### src/rtl/dcache_wb_if.sv
// Bundles the pipeline-side request port and the physical-memory line port of dcache_wb.
// slave = cache view, master = environment view (pipeline + memory).
interface dcache_wb_if;
  logic [31:0]  mem_address;
  logic         mem_read;
  logic         mem_write;
  logic [3:0]   mem_byte_enable;
  logic [31:0]  mem_wdata;
  logic [31:0]  mem_rdata;
  logic         mem_resp;
  logic [31:0]  pmem_address;
  logic         pmem_read;
  logic         pmem_write;
  logic [255:0] pmem_wdata;
  logic [255:0] pmem_rdata;
  logic         pmem_resp;

  modport slave (
    input  mem_address, mem_read, mem_write, mem_byte_enable, mem_wdata,
    input  pmem_rdata, pmem_resp,
    output mem_rdata, mem_resp, pmem_address, pmem_read, pmem_write, pmem_wdata
  );

  modport master (
    output mem_address, mem_read, mem_write, mem_byte_enable, mem_wdata,
    output pmem_rdata, pmem_resp,
    input  mem_rdata, mem_resp, pmem_address, pmem_read, pmem_write, pmem_wdata
  );
endinterface

### src/rtl/dcache_wb.sv
// Direct-mapped, write-back, write-allocate data cache with 256-bit line bursts.
// Optional hit/miss counters are enabled with `define DCACHE_PERF_EN.
module dcache_wb #(
  parameter int S_INDEX  = 3,
  parameter int S_OFFSET = 5
) (
  input  logic        clk,
  input  logic        rst,
  dcache_wb_if.slave  bus
`ifdef DCACHE_PERF_EN
  ,
  output logic [31:0] perf_hits,
  output logic [31:0] perf_misses
`endif
);
  localparam int LINES  = 2 ** S_INDEX;
  localparam int TAG_W  = 32 - S_INDEX - S_OFFSET;
  localparam int LINE_W = 8 << S_OFFSET;

  typedef enum logic [1:0] {IDLE, WRITEBACK, ALLOCATE} state_t;

  state_t               state, state_d;
  logic [LINE_W-1:0]    data_q [LINES];
  logic [TAG_W-1:0]     tag_q  [LINES];
  logic [LINES-1:0]     valid_q;
  logic [LINES-1:0]     dirty_q;

  logic [S_INDEX-1:0]   index;
  logic [TAG_W-1:0]     tag;
  logic [S_OFFSET-3:0]  word;
  logic                 req;
  logic                 hit;
  logic                 wr_hit;
  logic                 fill_done;
  logic                 miss_start;
  logic                 unused_addr_bits;

  assign index            = bus.mem_address[S_OFFSET +: S_INDEX];
  assign tag              = bus.mem_address[31 -: TAG_W];
  assign word             = bus.mem_address[S_OFFSET-1:2];
  assign unused_addr_bits = ^bus.mem_address[1:0];
  assign req              = bus.mem_read | bus.mem_write;
  assign hit              = valid_q[index] && (tag_q[index] == tag);
  assign wr_hit           = (state == IDLE) && bus.mem_write && hit;
  assign fill_done        = (state == ALLOCATE) && bus.pmem_resp;
  assign miss_start       = (state == IDLE) && req && !hit;

  // NOTE: every output and state_d gets a default first so no path leaves a latch.
  always_comb begin
    state_d          = state;
    bus.mem_resp     = 1'b0;
    bus.mem_rdata    = data_q[index][{word, 5'b0} +: 32];
    bus.pmem_read    = 1'b0;
    bus.pmem_write   = 1'b0;
    bus.pmem_address = '0;
    bus.pmem_wdata   = '0;
    unique case (state)
      IDLE: begin
        if (req) begin
          if (hit) bus.mem_resp = 1'b1;
          else if (valid_q[index] && dirty_q[index]) state_d = WRITEBACK;
          else state_d = ALLOCATE;
        end
      end
      WRITEBACK: begin
        bus.pmem_write   = 1'b1;
        bus.pmem_address = {tag_q[index], index, {S_OFFSET{1'b0}}};
        bus.pmem_wdata   = data_q[index];
        if (bus.pmem_resp) state_d = ALLOCATE;
      end
      ALLOCATE: begin
        bus.pmem_read    = 1'b1;
        bus.pmem_address = {bus.mem_address[31:S_OFFSET], {S_OFFSET{1'b0}}};
        if (bus.pmem_resp) state_d = IDLE;
      end
      default: state_d = IDLE;
    endcase
  end

  // NOTE: sequential state uses non-blocking assignments so every flop samples pre-edge values.
  always_ff @(posedge clk or posedge rst) begin
    if (rst) begin
      state   <= IDLE;
      valid_q <= '0;
      dirty_q <= '0;
    end else begin
      state <= state_d;
      if (fill_done) begin
        valid_q[index] <= 1'b1;
        dirty_q[index] <= 1'b0;
      end else if (wr_hit) begin
        dirty_q[index] <= 1'b1;
      end
    end
  end

  // NOTE: data and tag arrays carry no reset; cleared valid bits make their contents irrelevant.
  always_ff @(posedge clk) begin
    if (fill_done) begin
      data_q[index] <= bus.pmem_rdata;
      tag_q[index]  <= tag;
    end else if (wr_hit) begin
      for (int b = 0; b < 4; b++) begin
        if (bus.mem_byte_enable[b])
          data_q[index][{word, 2'(b), 3'b0} +: 8] <= bus.mem_wdata[8*b +: 8];
      end
    end
  end

`ifdef DCACHE_PERF_EN
  always_ff @(posedge clk or posedge rst) begin
    if (rst) begin
      perf_hits   <= '0;
      perf_misses <= '0;
    end else begin
      if (bus.mem_resp) perf_hits <= perf_hits + 32'd1;
      if (miss_start)   perf_misses <= perf_misses + 32'd1;
    end
  end
`else
  logic unused_miss_start;
  assign unused_miss_start = miss_start;
`endif

  // The requester must hold a request unchanged until it sees mem_resp.
  a_req_stable: assert property (@(posedge clk) disable iff (rst)
    (req && !bus.mem_resp) |=> ($stable(bus.mem_address) && $stable(bus.mem_read) &&
      $stable(bus.mem_write) && $stable(bus.mem_byte_enable) && $stable(bus.mem_wdata)));

  a_pmem_excl: assert property (@(posedge clk) disable iff (rst)
    !(bus.pmem_read && bus.pmem_write));

endmodule

### src/flat_wrapper.sv
// flat-port wrapper written by rule: the top's interface ports become plain ports
module dcache_wb_flat 
#(
  parameter int S_INDEX  = 3,
  parameter int S_OFFSET = 5
)
  (clk, rst, bus_mem_address, bus_mem_read, bus_mem_write, bus_mem_byte_enable, bus_mem_wdata, bus_pmem_rdata, bus_pmem_resp, bus_mem_rdata, bus_mem_resp, bus_pmem_address, bus_pmem_read, bus_pmem_write, bus_pmem_wdata);
  dcache_wb_if bus_i ();
  input  logic clk;
  input  logic rst;
  input wire logic [$bits(bus_i.mem_address)-1:0] bus_mem_address;
  input wire logic [$bits(bus_i.mem_read)-1:0] bus_mem_read;
  input wire logic [$bits(bus_i.mem_write)-1:0] bus_mem_write;
  input wire logic [$bits(bus_i.mem_byte_enable)-1:0] bus_mem_byte_enable;
  input wire logic [$bits(bus_i.mem_wdata)-1:0] bus_mem_wdata;
  input wire logic [$bits(bus_i.pmem_rdata)-1:0] bus_pmem_rdata;
  input wire logic [$bits(bus_i.pmem_resp)-1:0] bus_pmem_resp;
  output wire logic [$bits(bus_i.mem_rdata)-1:0] bus_mem_rdata;
  output wire logic [$bits(bus_i.mem_resp)-1:0] bus_mem_resp;
  output wire logic [$bits(bus_i.pmem_address)-1:0] bus_pmem_address;
  output wire logic [$bits(bus_i.pmem_read)-1:0] bus_pmem_read;
  output wire logic [$bits(bus_i.pmem_write)-1:0] bus_pmem_write;
  output wire logic [$bits(bus_i.pmem_wdata)-1:0] bus_pmem_wdata;
  assign bus_i.mem_address = bus_mem_address;
  assign bus_i.mem_read = bus_mem_read;
  assign bus_i.mem_write = bus_mem_write;
  assign bus_i.mem_byte_enable = bus_mem_byte_enable;
  assign bus_i.mem_wdata = bus_mem_wdata;
  assign bus_i.pmem_rdata = bus_pmem_rdata;
  assign bus_i.pmem_resp = bus_pmem_resp;
  assign bus_mem_rdata = bus_i.mem_rdata;
  assign bus_mem_resp = bus_i.mem_resp;
  assign bus_pmem_address = bus_i.pmem_address;
  assign bus_pmem_read = bus_i.pmem_read;
  assign bus_pmem_write = bus_i.pmem_write;
  assign bus_pmem_wdata = bus_i.pmem_wdata;
  dcache_wb #(.S_INDEX(S_INDEX), .S_OFFSET(S_OFFSET)) u_core (.clk(clk), .rst(rst), .bus(bus_i));
endmodule
### config.mk
export PLATFORM = sky130hd
export DESIGN_NAME = dcache_wb_flat
export DESIGN_NICKNAME = d
export VERILOG_FILES = /design/src/rtl/dcache_wb_if.sv /design/src/rtl/dcache_wb.sv /design/src/flat_wrapper.sv
export SDC_FILE = /design/constraint.sdc
export NUM_CORES = 2
export LEC_CHECK = 0
export CORE_ASPECT_RATIO = 0.7
export CORE_MARGIN = 1.5
export CORE_UTILIZATION = 30
export CTS_BUF_LIST = sky130_fd_sc_hd__clkbuf_16
export DETAILED_ROUTE_END_ITERATION = 6
export PLACE_DENSITY_LB_ADDON = 0.1
export SETUP_SLACK_MARGIN = 0.4
export SLEW_MARGIN = 20
export SYNTH_ARGS = -nofsm -noshare
export SYNTH_HDL_FRONTEND = slang
export SYNTH_SLANG_ARGS = --single-unit
### constraint.sdc
create_clock -name clk -period 4.01 [get_ports clk]
set_input_delay 0.401 -clock clk [delete_from_list [all_inputs] [get_ports clk]]
set_output_delay 0.401 -clock clk [all_outputs]
set_load 0.02 [all_outputs]
Yosys cells after proc, flatten, opt, wreduce, memory -nomap -nowiden
Memories as Yosys holds them, arrays and structs flattened.
Index checks and enable logic that the tools add are counted.
{ "totals": {"reg_bits": 18, "ram_bits": 2240, "in_bits": 329, "output_inout_bits": 323, "wordCells": 2128, "memories": 2} }
{ "memory_table": {"columns": ["memory", "words", "word_bits", "rd", "rd_ports_with_merged_regs", "wr", "line", "text"], "rows": [
  ["u_core.data_q", 8, 256, 1, 0, 1, "dcache_wb.sv:23", "logic [LINE_W-1:0] data_q [LINES];"],
  ["u_core.tag_q", 8, 24, 1, 0, 1, "dcache_wb.sv:24", "logic [TAG_W-1:0] tag_q [LINES];"]
]} }
{ "op_classes": {"add_sub_neg": 4, "n_lt_le_gt_ge": 2, "n_eq_ne": 7, "shifts": 9, "muxes": 1063, "bitwise": 1029, "n_reduce_logical": 9} }
{ "ops": {"columns": ["cell", "n"], "rows": [
  ["$mux 256", 5],
  ["$mux 1", 1046],
  ["$or 1x1->1", 1025],
  ["$shift 8x10->256 const A", 4],
  ["$shiftx 8x10->256", 4],
  ["$shiftx 256x9->32", 1],
  ["$pmux 32 s2", 1],
  ["$neg 8->10", 4],
  ["$eq 24x24->1", 1],
  ["$mux 8", 2],
  ["$or 8x8->8", 2],
  ["$mux 2", 5],
  ["$and 8x8->8", 1],
  ["$not 8->8", 1],
  ["$bmux 1 s3", 2],
  ["$logic_and 1x1->1", 6],
  ["$ne 2x2->1 const B", 3],
  ["$pmux 2 s3", 1],
  ["$lt 3x4->1 const B", 1],
  ["$reduce_and 4->1", 1],
  ["$demux 1 s3", 1],
  ["$ge 3x1->1 const B", 1],
  ["$eq 2x1->1 const B", 1],
  ["$eq 2x2->1 const B", 1],
  ["3 further kinds", 3]
]} }

Longest topological paths before layout
{ "logic_depth": {"word_depth": 11, "depth_mapped": 15, "depth_no_buf": 8} }

Worst setup path before layout
Ideal clock, no wire load.
{ "synth_path": {"path_type": "input to register", "from": "in bus_mem_address[5]", "to": "mem u_core.data_q[0][104] (netlist name), enable pin", "setup_time_ns": 0.384, "arrival_time_ns": 3.578, "t_required_ns": 3.626, "slack_ns": 0.048, "path_stages": 11, "n_path_buf": 4, "cell_sequence": "buf_2 buf_2 buf_1 mux2i_1 a211oi_1 xnor2_1 nand4_1 nor4_4 nand2_2 clkbuf_1 o21ai_0"} }
{ "synth_between": {"elab_chain_cells": 11, "word_cells_on_any_way": 22, "cone_classes": "eq/ne: 1; mux: 14; bitwise: 4; reduce/logical: 2; memory: 1"} }
{ "synth_lines": {"columns": ["item", "line", "text"], "rows": [
  ["start: declaration", "flat_wrapper.sv:11", "input wire logic [$bits(bus_i.mem_address)-1:0] bus_mem_address;"],
  ["$mem_v2 8x24 / $bmux 1 s3 (equally long branches)", null, null],
  ["$eq 24x24->1 / $mux 1 (equally long branches)", "dcache_wb.sv:43", "assign hit = valid_q[index] && (tag_q[index] == tag);"],
  ["$logic_and 1x1->1", "dcache_wb.sv:43", null],
  ["$logic_and 1x1->1", "dcache_wb.sv:44", "assign wr_hit = (state == IDLE) && bus.mem_write && hit;"],
  ["$mux 1", "dcache_wb.sv:102", "end else if (wr_hit) begin"],
  ["$mux 1", "dcache_wb.sv:99", "if (fill_done) begin"],
  ["$mux 256 (implied by the code)", "dcache_wb.sv:105", "data_q[index][{word, 2'(b), 3'b0} +: 8] <= bus.mem_wdata[8*b +: 8];"],
  ["$or 1x1->1 (no source line) (4 in a row)", null, null],
  ["end: declaration", "dcache_wb.sv:23", null]
]} }
Parallel ways exist; a longest one is shown, timed or not. The select of a mux whose other input is x is not followed.

Final worst setup path
{ "layout_path": {"from": "mem u_core.tag_q[3][6] (netlist name)", "to": "mem u_core.data_q[6][17] (netlist name), enable pin"} }
{ "layout_between": {"elab_chain_cells": 11, "word_cells_on_any_way": 20, "cone_classes": "eq/ne: 1; mux: 12; bitwise: 4; reduce/logical: 2; memory: 1"} }
{ "layout_lines": {"columns": ["item", "line"], "rows": [
  ["start: declaration", "dcache_wb.sv:24"],
  ["$mem_v2 8x24 *", null],
  ["$eq 24x24->1 *", "dcache_wb.sv:43"],
  ["$logic_and 1x1->1 *", "dcache_wb.sv:43"],
  ["$logic_and 1x1->1 *", "dcache_wb.sv:44"],
  ["$mux 1", "dcache_wb.sv:102"],
  ["$mux 1", "dcache_wb.sv:99"],
  ["$mux 256 (implied by the code)", "dcache_wb.sv:105"],
  ["$or 1x1->1 (no source line) (3 in a row)", null],
  ["$or 1x1->1 (no source line) *", null]
]} }
Every way passes the cells marked *; elsewhere a longest branch is shown, timed or not.

==> metrics.txt <==
RR Startpoint=u_core.tag_q[3][6]; syn avg cell area=16.2 sq um; cts bufs inserted=~230; sequential share of the synthesized area=0.746; CTS tree=done; Clk pwr share=0.389; largest net degree at the start of global routing=~90; top sig layer=met5; placed wire-length estimate=about 290 mm; Final Core Density=0.408; area of the multi-input gates=around 22000 sq um; switching share of total power=0.252; drt first pass iters=6; hold path startpoint=bus_pmem_rdata[38]; wire per inst=approximately 36 microns; status=completed; ys flop type=edfxtp_1; post-synthesis compound-gate area fraction=0.102; RSZ-0062 raised after global routing=yes; Post-DRT Antenna Nets=0; largest family of logic cells by synthesized area=compound AO/OA/AOI/OAI gates; Die ar.=between 300000 and 400000 sq um; leakage power total=approximately 0.042 uW; startpoint types=flop; Peak VDD IR=between 0.4 and 0.5 mV; clock buffer depth=4; Critical-path top delay cell=mux4_2; core area=300000 sq um; max-slew violations=0; worst skew pair latency=between 0.9 and 1 ns; top cell type's share of synthesized area=0.741; CTS clock-pin slew for the worst setup and hold paths=about 0.06 ns; Finish-stage setup viols=0; Internal=about 42000 uW; Final period util=0.985; Yosys warning count=0; endpoints failing hold=0; Cell Area, Placed=111000 sq um; max cap viols=0; actual slew at the worst max-slew pin=1.16 ns; Reg2Reg Setup Slack=slightly above 0.06 ns; Mapped Cells=about 5600; sequential share of power=0.483; Post-synth ARST share=0.00797; first-pass GRT wire length=~550 mm; xor and xnor area share after synthesis=0.00135; die width=between 600 and 700 microns; sum of negative setup slack=0 ns; gr ovfl total=0; CP endpoint kind=flop; Root Driver=clkbuf_16; Post-Synth Adder-Cell Area=0.00124; Synth Area in Simple Gates=0.0653; RePlAce Congestion=~0.9; number of distinct library cells after synthesis=60; vias post-DR=62730; Yosys top cell by area=edfxtp_1; row cnt=about 170; clock sinks=2258; EDFF count, synth=2240; met3 WL post-DR=30.9 mm; Worst Setup SP=u_core.tag_q[3][6]; fmax=approximately 0.25 GHz; met2 wire length=roughly 190 mm; I/O pins=around 650; final wirelength=414 mm; Period minus WS final=just under 4 ns; switching power=14100 uW; Synth area leaders=edfxtp_1 (74%), a22oi_1 (8.7%), and2_1 (2.0%), mux4_2 (2.0%), nand4_1 (1.8%); Area Growth Syn to Fin=35.1%; Iter 0 DRT Violations=7798; initial antenna violation count=56; M1 WL=approximately 180 mm; Fin Hold WS=roughly 0.28 ns; critical path data required time=roughly 4.6 ns; Synth Cell Area=between 90000 and 100000 sq um; critical path peak fanout=16; DRC=0; post-synthesis register bit count=approximately 2300; Synth top cells by count=edfxtp_1 (2240), a22oi_1 (1049), clkbuf_1 (335), and2_1 (287), nand4_1 (260); Crit Path Class=reg -> reg; P per Cell Area=455 nW/um^2; slew margin rel.=0.224; Die Ht=463 microns; most numerous cell in the Yosys netlist=edfxtp_1; register area=67700 sq um; share of cells above drive strength 1=0.296; max incr delay on CP=between 0.5 and 0.6 ns; hold crit path type=in -> reg; critical path, cell by cell=mux4_2 -> mux2i_4 -> xor2_1 -> o2111ai_2 -> or4_4 -> nor4_4 -> buf_12 -> buf_12 -> nand2_8 -> buf_4 -> o21ai_0 -> buf_4; Gate power share=0.128; Initial Util=0.302; Final nets=7698; GRT Total Usage=0.264; vias in the first global route=roughly 61000; cell area after layout=about 120000 sq um; CP arrival=roughly 4.5 ns; htree depth=4; FILL cells=approximately 28000; mux cell area share after synthesis=0.0598; Fin Clk Skew=~0.053 ns; count of buffers from port buffering=~640; Vias per Instance=approximately 5.4
per-stage QoR:
step	std cells	total power, uW	worst slack, ns
after CTS	11540	56000	-0.0303
after global placement	10928	34000	-0.868
after global routing	11548	57200	-0.0880
after floorplan	5590	29700	0.139
after detailed placement	10928	34000	-0.772
final	11570	55800	0.0618
cells in the final DEF, fill, tap and decap left out, types with 11 or more instances in the layout:
cell,count
clkbuf_16,234
clkinv_1,55
bufinv_16,26
dfrtp_1,18
edfxtp_1,2240
and3_4,16
buf_4,1050
bufbuf_16,11
clkdlybuf4s50_1,443
nor2_1,123
buf_6,131
buf_12,209
nand2_1,149
a22oi_2,61
nand4_1,260
buf_8,20
clkinv_2,41
a21oi_1,19
nor2b_1,18
nand2b_1,11
nor3_1,11
and2_1,282
mux4_2,79
mux2i_1,90
diode_2,28
nor2_4,29
inv_1,111
o21ai_0,127
a22oi_1,988
mux2_4,40
mux2_2,110
and3_1,93
clkinvlp_4,11
o21ai_1,60
nor2_2,39
dlygate4sd2_1,59
mux2_1,77
buf_16,24
final cells by class:
class                           instances  share of cell area
Antenna cell                           28            0.000571
Clock buffer                          234              0.0478
Clock inverter                        186              0.0126
Inverter                               73             0.00230
Multi-Input combinational cell       2835               0.181
Sequential cell                      2258               0.552
Tap cell                             3995              0.0408
Timing Repair Buffer                 1961               0.162
timing repair:
action / 4_1_cts / 5_1_grt
gates cloned: 18 / 0
hold buffers: 1 / 0
pin swaps: 149 / 5
hold endpoints to repair: 18 / 0
setup endpoints to repair: 4331 / 4245
setup buffers: 173 / 2
gates resized for setup: 535 / 128
metal layers:
layer / track usage / vias to the layer above
met2: 0.412 / 3013
li1: - / 26170
met5: 0 / -
met1: 0.370 / 33049
met3: 0.0458 / 494
met4: 0.0911 / 4
power groups by stage:
stage	Combinational (uW)	Clock (uW)	Sequential, uW
floorplan	2250	0	27400
global placement	6540	0	27400
detailed placement	6540	0	27400
CTS	7060	22000	26900
global route	7330	22900	27000
finish	7120	21700	27000
flip-flops by register name, indices dropped and copies added (netlist names), named ones only:
signal	count
u_core.valid_q	8
u_core.state	2
u_core.data_q	2048
u_core.tag_q	192
kinds of logic after synthesis:
| kind of cell | count (synthesis) |
|---|---|
| mux | 415 |
| fa+ha+maj | 9 |
| buf+inv | 497 |
| compound gates | 1312 |
| flops | 2258 |
| other cells | 1 |
| xor+xnor | 14 |
| simple gates | 1080 |
worst max-delay path, delay by kind of cell (launching register included):
kind / cells / cell delay [ns]
and+or+nand+nor: 3 / 0.96
buffers and inverters: 4 / 0.91
DFF: 1 / 0.39
AOI/OAI and AO/OA: 2 / 0.42
muxes: 2 / 0.73
xor gates and xnor gates: 1 / 0.20
final timing paths:
check / to / cells past startpoint
min in group asynchronous: u_core.valid_q[0] / 3
max in group asynchronous: asynchronous set/reset pin / 3
max: u_core.data_q[6][17] / 12
min: u_core.data_q[5][38] / 2
max reg2reg: u_core.data_q[6][17] / 12
min reg2reg: u_core.valid_q[0] / 1
(Power assumes the default switching activity.)
